## src/rtl/codeword_deserializer.sv

```systemverilog
// Column-to-frame deserializer: gathers 15 Hamming(7,4) column codewords into
// one 105-bit frame for the two-bit decoder, with a separate output register.
// Ports: clk, rst_n (async low); col_in/col_valid/sof/col_ready (beat input);
//        frame_out/frame_valid/frame_ready (frame output); beat_cnt, frame_err.
// Optional: define DESER_TIMEOUT_EN to drop partial frames after TIMEOUT_CYCLES
//           idle cycles in COLLECT.
`timescale 1ns/1ps

module codeword_deserializer #(
    parameter int unsigned TIMEOUT_CYCLES = 64
) (
    input  logic         clk,
    input  logic         rst_n,
    input  logic [6:0]   col_in,
    input  logic         col_valid,
    input  logic         sof,
    output logic         col_ready,
    output logic [104:0] frame_out,
    output logic         frame_valid,
    input  logic         frame_ready,
    output logic [3:0]   beat_cnt,
    output logic         frame_err
);

    typedef enum logic {IDLE, COLLECT} state_t;

    state_t         state_q, state_d;
    logic [3:0]     beat_cnt_q, beat_cnt_d;
    // Beats 0..13 are shifted in here; beat 14 goes straight to frame_q.
    logic [97:0]    asm_q, asm_d;
    logic [104:0]   frame_q, frame_d;
    logic           frame_valid_q, frame_valid_d;
    logic           frame_err_q, frame_err_d;
    logic           accept;
    logic           out_fire;

`ifdef DESER_TIMEOUT_EN
    localparam logic [9:0] TMO_LAST = 10'(TIMEOUT_CYCLES - 1);
    logic [9:0]     tmo_q, tmo_d;
`else
    logic           unused_tmo;
    assign unused_tmo = ^TIMEOUT_CYCLES;
`endif

    assign accept   = col_valid && col_ready;
    assign out_fire = frame_valid_q && frame_ready;

    // State register
    always_ff @(posedge clk or negedge rst_n) begin
        if (!rst_n) begin
            state_q       <= IDLE;
            beat_cnt_q    <= '0;
            asm_q         <= '0;
            frame_q       <= '0;
            frame_valid_q <= 1'b0;
            frame_err_q   <= 1'b0;
        end else begin
            state_q       <= state_d;
            beat_cnt_q    <= beat_cnt_d;
            asm_q         <= asm_d;
            frame_q       <= frame_d;
            frame_valid_q <= frame_valid_d;
            frame_err_q   <= frame_err_d;
        end
    end

`ifdef DESER_TIMEOUT_EN
    always_ff @(posedge clk or negedge rst_n) begin
        if (!rst_n) tmo_q <= '0;
        else        tmo_q <= tmo_d;
    end
`endif

    // Next-state logic
    always_comb begin
        state_d       = state_q;
        beat_cnt_d    = beat_cnt_q;
        asm_d         = asm_q;
        frame_d       = frame_q;
        frame_valid_d = frame_valid_q;
        frame_err_d   = 1'b0;

        if (out_fire) frame_valid_d = 1'b0;

        if (accept) begin
            if (sof) begin
                // Start or resync; a partial frame in progress is an error.
                frame_err_d = (state_q == COLLECT);
                asm_d       = {91'b0, col_in};
                beat_cnt_d  = 4'd1;
                state_d     = COLLECT;
            end else if (state_q == IDLE) begin
                frame_err_d = 1'b1;
            end else if (beat_cnt_q == 4'd14) begin
                frame_d       = {asm_q, col_in};
                frame_valid_d = 1'b1;
                beat_cnt_d    = '0;
                state_d       = IDLE;
            end else begin
                asm_d      = {asm_q[90:0], col_in};
                beat_cnt_d = beat_cnt_q + 4'd1;
            end
        end

`ifdef DESER_TIMEOUT_EN
        tmo_d = '0;
        if (state_q == COLLECT && !accept) begin
            if (tmo_q == TMO_LAST) begin
                frame_err_d = 1'b1;
                beat_cnt_d  = '0;
                state_d     = IDLE;
            end else begin
                tmo_d = tmo_q + 10'd1;
            end
        end
`endif
    end

    // Output logic
    always_comb begin
        // Only stall when the last beat would overwrite an unread frame.
        col_ready   = !(beat_cnt_q == 4'd14 && frame_valid_q && !frame_ready);
        frame_out   = frame_q;
        frame_valid = frame_valid_q;
        beat_cnt    = beat_cnt_q;
        frame_err   = frame_err_q;
    end

endmodule

```

## config.mk

```make
export PLATFORM = sky130hd
export DESIGN_NAME = codeword_deserializer
export DESIGN_NICKNAME = d
export VERILOG_FILES = /design/src/rtl/codeword_deserializer.sv
export SDC_FILE = /design/constraint.sdc
export NUM_CORES = 1
export LEC_CHECK = 0
export BUFFER_PORTS_ARGS = -buffer_cell sky130_fd_sc_hd__buf_2
export CORE_ASPECT_RATIO = 0.7
export CORE_MARGIN = 4
export CORE_UTILIZATION = 41
export DETAILED_ROUTE_END_ITERATION = 7
export GPL_TIMING_DRIVEN = 0
export PLACE_DENSITY = 0.61
export SLEW_MARGIN = 10
export SYNTH_ARGS = -nofsm -noshare
export SYNTH_HDL_FRONTEND = slang
export SYNTH_SLANG_ARGS = --single-unit
```

## constraint.sdc

```tcl
create_clock -name clk -period 1.85 [get_ports clk]
set_clock_uncertainty 0.15 [all_clocks]
set_input_delay 0.4625 -clock clk [delete_from_list [all_inputs] [get_ports clk]]
set_output_delay 0.4625 -clock clk [all_outputs]
set_load 0.01 [all_outputs]
```

==> metrics.yaml, run 1 <==
status: "finished with violations"
failed_checks: "setup timing"
ioPinCount: 124
detailed_place_hpwl_um: 11590
pre_cts_ws_ns: -0.6321
design.die.area_um2: 21780
p_per_area_nw_per_um2: 963.5
ff_latch_area_um2: 5258
dr.pass1.iters: 4
worstMarginPinSlew_ns: 0.6256
multiInputGateArea_um2: 2560
arrival_ns: 1.51
fp.coreArea_um2: 19020
place_congestion: 0.7733
finish.utilization: 0.5420
whs_path_depth: 2
slew_violations: 0
root_buffer: "clkbuf_16"
finalWorstSetupSlack_ns: -0.2759
r2r_cells: 8
port_buffers: 123
grt_max_degree: 117
vias: 4669
gr-total-overflow: 0
cts_buffers: 21
path_max_fanout: 4
cts_tree: "done"
viasPerCell: 5.004
end_kind: "output pin"
syn_avg_cell_area_um2: 16.44
fin_crit_ns: 2.126
design_area_um2: 10310
p_leak_nw: 5.612
first_global_vias: 4962
final_layout_size_suffix_gt1_frac: 0.5082
drtAntennaViolNets: 0
path_class: "register to output pin"
startpoint: "beat_cnt[0]$_DFFE_PN0P_"
num_rows: 42
drtIter0Drc: 240
tns_ns: -32.07
synth_top_area_frac: 0.6590
synth_area_leaders: "dfrtp_1 (66%), a22o_1 (10%), mux2_4 (9.4%), mux2_2 (8.8%), buf_2 (1.4%)"
fmax_ghz: 0.4704
cp.required_ns: 1.24
syn_nets: 501
p_total_mw: 9.933
synth_area_leader_cell: "dfrtp_1"
synthToLayoutAreaGrowth_pct: 29.30
fin_crit_sh: 1.149
post_dp_cell_area_um2: 9060
synth_warnings: 0
timing.rr.start: "beat_cnt[0]$_DFFE_PN0P_"
start_util: 0.4192
setup_viol: 205
netlist_area_um2: 7974
clock_sinks: 210
routed_wl_um: 17420
htreeDepth: 1
num_antenna_cells: 0
wl_per_cell_um: 18.67
max-cap-violations: 0
rsz0062_at_grt: "yes"
reg2reg_slack_ns: -0.25
cts_buffer_depth: 3
grt_pass1_wl_um: 27680
synth_cells: 485
insertion_delay_ns: 0.50
yosysUniqueCellTypes: 27
hp-class: "input port to register"
die_h_um: 124.7
ys_ff_latch: 210
startpoint_type: "register"
crit_path_end: "col_ready"
relSlewSlack: 0.5829
hold_viol_final: 0
antenna_found_initial: 0
fill_cells: 1570
max-vdd-ir-drop_uv: 502.2
seq_area_frac_synth: 0.6590
reg2reg_to: "frame_out[86]$_DFFE_PN0P_"
cts.clk_slew.worst_paths_ns: 0.06
drc: 0
fp.dieW_um: 174.7
grt_usage: 0.1543
finalNetCount: 671
==> how the worst min path moves through the flow <==
stage	start	to
final	col_in[4]	frame_out[4]$_DFFE_PN0P_
after detailed placement	frame_out[2]$_DFFE_PN0P_	frame_out[2]$_DFFE_PN0P_
after floorplan	rst_n	asm_q[0]$_DFFE_PN0P_
after global placement	frame_out[2]$_DFFE_PN0P_	frame_out[2]$_DFFE_PN0P_
after CTS	col_in[1]	asm_q[1]$_DFFE_PN0P_
after global routing	col_in[0]	asm_q[0]$_DFFE_PN0P_
==> cell usage after synthesis <==
cell and n:
clkbuf_1 2, a221o_1 1, buf_2 22, nor4_1 1, mux2_2 62, buf_4 1, a31oi_1 1, o41ai_1 1
a21o_1 1, dfrtp_1 210, inv_1 3, nand2b_1 3, nor2b_1 1, a21oi_1 1, a22o_1 91, nor3b_1 1
and3_1 1, mux2_4 50, nor2_1 2, nor3_1 2, o21ai_0 4, nand4_4 1, o31ai_1 1, nand3_1 2
buf_6 9, ha_1 4, nand2_1 7
==> sequential cells by signal (all words and copies together), names as in the netlist <==
register,count
frame_err,1
state_q,1
beat_cnt,4
asm_q,98
frame_out,105
frame_valid,1
==> stage by stage <==
step | hold WS, ns | std cells
global placement | 0.3322 | 872
detailed placement | 0.3380 | 873
CTS | 0.04102 | 915
finish | 0.06567 | 933
global route | 0.05053 | 933
floorplan | 0.01691 | 485
==> area by class of cell <==
type | count | share of cell area
plain buffers | 32 | 0.04041
well taps | 264 | 0.03204
multi-input cells | 238 | 0.2483
clock inverters | 11 | 0.01784
flip-flops and latches | 210 | 0.5100
repair buffers | 149 | 0.09563
inverters | 3 | 0.001092
clock buffers | 26 | 0.05473
==> cells by family (layout without fill, tap and decap cells) <==
kind of cell / count (synthesis) / after routing / share of synthesized area
fa+ha+maj: 4 / 4 / 0.006277
mux: 112 / 112 / 0.1817
buf+inv: 37 / 221 / 0.02981
compound gates: 101 / 101 / 0.1081
simple gates: 21 / 21 / 0.01507
flops: 210 / 210 / 0.6590
==> power by group <==
group | switching [mW] | internal (mW) | leakage [nW]
combinational | 0.284 | 0.252 | 2.35
sequential | 0.0908 | 4.69 | 2.89
clock | 1.75 | 2.87 | 0.371
total | 2.13 | 7.81 | 5.61
==> layer usage <==
layer	vias up	routed length, um	global-route usage
li1	2156	-	-
met1	2376	8542	0.2255
met2	116	7606	0.2331
met3	21	970	0.04096
met4	0	298	0.03370
met5	-	0	0
==> worst max-delay path: stages (launching register included) <==
cell	delay, ns
dfrtp_2	0.42
inv_2	0.08
ha_4	0.12
and3_4	0.22
nand2_4	0.05
buf_6	0.12
==> what timing repair did <==
item | in CTS | in global routing
gates cloned | 0 | 6
pin swaps | 1 | 0
setup endpoints to repair | 205 | 302
resized for setup | 18 | 52
buffers inserted | 4 | 14
hold endpoints to repair | 115 | 0
hold buffers | 1 | 0
==> cell usage in the layout, fill, tap and decap left out, drive strengths merged <==
cell type    instances
and3                 1
inv                  4
o31ai                1
nand2b               3
a21oi                1
buf                173
a221o                1
a21o                 1
ha                   4
mux2               112
nor4                 1
nand4                1
nand3                2
dfrtp              210
nor2b                1
o21ai                4
clkbuf              33
nor3b                1
nor2                 2
dlygate4sd3          1
bufinv               5
a31oi                1
nor3                 2
o41ai                1
clkinv               5
nand2                7
a22o                91
Note: power is estimated with default switching activity, not from simulation.
==> run 2: changes to the inputs <==
--- a/config.mk
+++ b/config.mk
@@ -6,12 +6,14 @@
 export NUM_CORES = 1
 export LEC_CHECK = 0
 export BUFFER_PORTS_ARGS = -buffer_cell sky130_fd_sc_hd__buf_2
+export CELL_PAD_IN_SITES_DETAIL_PLACEMENT = 2
+export CELL_PAD_IN_SITES_GLOBAL_PLACEMENT = 2
 export CORE_ASPECT_RATIO = 0.7
 export CORE_MARGIN = 4
-export CORE_UTILIZATION = 41
+export CORE_UTILIZATION = 37
 export DETAILED_ROUTE_END_ITERATION = 7
 export GPL_TIMING_DRIVEN = 0
-export PLACE_DENSITY = 0.61
+export PLACE_DENSITY = 0.74
 export SLEW_MARGIN = 10
 export SYNTH_ARGS = -nofsm -noshare
 export SYNTH_HDL_FRONTEND = slang
==> run 2 against run 1 <==
  * The flow still finishes with violations (setup timing)
  * Die area rose by 10%
  * Final area grew 4.7%
  * Sequential share of layout area decreased by 2.3 points
  * Via count up 5.9%
  * Routed wire length grew 33%
  * Clock-buffer cell count rose by 3
  * Power down 1.4%
  * Critical path depth rose by 3
  * Worst hold slack improved by 0.0058 ns
  * Utilization fell by 2.8 points
  * Largest power group unchanged
==> metrics.yaml, run 2 (synthesis results as in run 1) <==
pwr-share-clk: 0.445
sw_frac_of_total: 0.2250
power_frac_comb: 0.067
pre_cts_ws_ns: -0.7297
grt_usage: 0.1733
end_kind: "register"
crit_slowest_cell: "dfrtp_2"
cts_buffers: 21
status: "finished with violations"
drtAntennaViolNets: 0
final_common_cell: "dfrtp_1"
relSlewSlack: 0.6407
p_leak_nw: 5.858
fp.coreArea_um2: 20980
wl_per_cell_um: 24.24
whs_path_depth: 2
num_rows: 44
num_antenna_cells: 0
failed_checks: "setup timing"
cts_tree: "done"
cts_buffer_depth: 3
antenna_found_initial: 0
fp.dieW_um: 183.5
cp_cell_sequence: "inv_2 > ha_4 > and3_4 > buf_6 > nand4_4 > buf_12 > buf_12 > mux2_4"
startpoint_type: "register"
start_util: 0.3802
place_congestion: 0.7525
design.die.area_um2: 24000
setup_viol: 205
port_buffers: 123
htreeDepth: 1
path_max_fanout: 10
final_layout_size_suffix_gt1_frac: 0.5124
drc: 0
max-vdd-ir-drop_uv: 518.0
viasPerCell: 5.155
cpPeakStageDelay_ns: 0.42
ioPinCount: 124
reg2reg_to: "frame_out[85]$_DFFE_PN0P_"
reg2reg_slack_ns: -0.29
clock_sinks: 210
final_cell_mix: "dfrtp_1 (209), buf_2 (121), a22o_1 (91)"
p_int_mw: 7.592
fin_crit_sh: 1.158
p_seq_frac: 0.489
dr.pass1.iters: 4
startpoint: "beat_cnt[0]$_DFFE_PN0P_"
vias: 4944
finalWorstSetupSlack_ns: -0.2915
p_per_area_nw_per_um2: 907.9
first_global_vias: 5521
grt_pass1_wl_um: 33000
hp-class: "input port to register"
largest_reg_flops: 105
worstMarginPinSlew_ns: 0.5389
crit_path_end: "frame_out[85]$_DFFE_PN0P_"
cp_common_cell: "buf_12"
finalNetCount: 687
arrival_ns: 2.36
routed_wl_um: 23240
timing.hold.ws_ns: 0.07147
path_class: "register to register"
slew_violations: 0
fmax_ghz: 0.4670
grt_max_degree: 95
rsz0062_at_grt: "yes"
switchingPower_mw: 2.204
fill_cells: 1921
cp.required_ns: 2.06
drtIter0Drc: 195
root_buffer: "clkbuf_16"
insertion_delay_ns: 0.49
timing.rr.start: "beat_cnt[0]$_DFFE_PN0P_"
r2r_cells: 8
hold_viol_final: 0
gr-total-overflow: 0
max-cap-violations: 0
detailed_place_hpwl_um: 13940
fin_crit_ns: 2.141
die_h_um: 130.8
cts.clk_slew.worst_paths_ns: 0.07
synthToLayoutAreaGrowth_pct: 35.32
## run 2: how the worst min path moves through the flow
stage	from	endpoint	slack, ns
2_1_floorplan	rst_n	asm_q[0]$_DFFE_PN0P_	0.02
6_report	col_in[2]	frame_out[2]$_DFFE_PN0P_	0.07
4_1_cts	col_in[1]	frame_out[1]$_DFFE_PN0P_	0.06
3_5_place_dp	rst_n	frame_out[101]$_DFFE_PN0P_	0.17
5_1_grt	col_in[2]	frame_out[2]$_DFFE_PN0P_	0.06
3_3_place_gp	frame_out[2]$_DFFE_PN0P_	frame_out[2]$_DFFE_PN0P_	0.33
## run 2: worst max-delay path: cells and delay by family, from the launching register on
kind	cells	cell delay, ns
buf+inv	4	0.62
flops	1	0.42
simple gates	2	0.41
mux	1	0.30
fa+ha+maj	1	0.11
## run 2: layer usage
layer / vias up / routed length [um] / share of wire / track usage
li1: 2165 / - / - / -
met1: 2639 / 10550 / 0.45 / 0.2388
met2: 117 / 11280 / 0.49 / 0.2883
met3: 23 / 1155 / 0.050 / 0.03929
met4: 0 / 264 / 0.011 / 0.02977
met5: - / 0 / 0 / 0
## run 2: layout make-up
| class | instances | area, um^2 | share of cell area |
|---|---|---|---|
| sequential | 210 | 5256 | 0.4871 |
| buffer | 28 | 446.7 | 0.04140 |
| timing repair buffer | 169 | 1465 | 0.1358 |
| inverter | 3 | 11.26 | 0.001044 |
| multi-input combinational | 238 | 2582 | 0.2393 |
| tap | 276 | 345.3 | 0.03200 |
| clock buffer | 29 | 575.6 | 0.05334 |
| clock inverter | 6 | 107.6 | 0.009972 |
## run 2: through the flow
stage / power, mW / cell area (um^2) / cells / setup TNS [ns] / util
3_5_place_dp: 5.307 / 9102 / 886 / -85.97 / 0.4340
2_1_floorplan: 5.053 / 8077 / 485 / -3.500 / -
5_1_grt: 10.17 / 10790 / 959 / -51.39 / 0.5144
6_report: 9.796 / 10790 / 959 / -40.59 / 0.5144
3_3_place_gp: 5.256 / 9037 / 884 / -741.95 / 0.4309
4_1_cts: 9.751 / 10160 / 936 / -43.90 / 0.4846
## run 2: power groups by stage
| stage | Sequential (mW) | Clock (mW) | Combinational (mW) |
|---|---|---|---|
| 2_1_floorplan | 4.85 | 0 | 0.205 |
| 3_3_place_gp | 4.86 | 0 | 0.395 |
| 3_5_place_dp | 4.87 | 0 | 0.440 |
| 4_1_cts | 4.78 | 4.43 | 0.540 |
| 5_1_grt | 4.80 | 4.66 | 0.711 |
| 6_report | 4.79 | 4.36 | 0.655 |
## run 2: timing repair
| item | CTS | global route |
|---|---|---|
| gates resized for setup | 56 | 48 |
| endpoints found under the setup margin | 205 | 294 |
| hold buffers | 1 | 0 |
| buffers inserted | 12 | 13 |
| hold endpoints to repair | 27 | 0 |
| gates cloned | 3 | 17 |
| pin swaps | 11 | 60 |
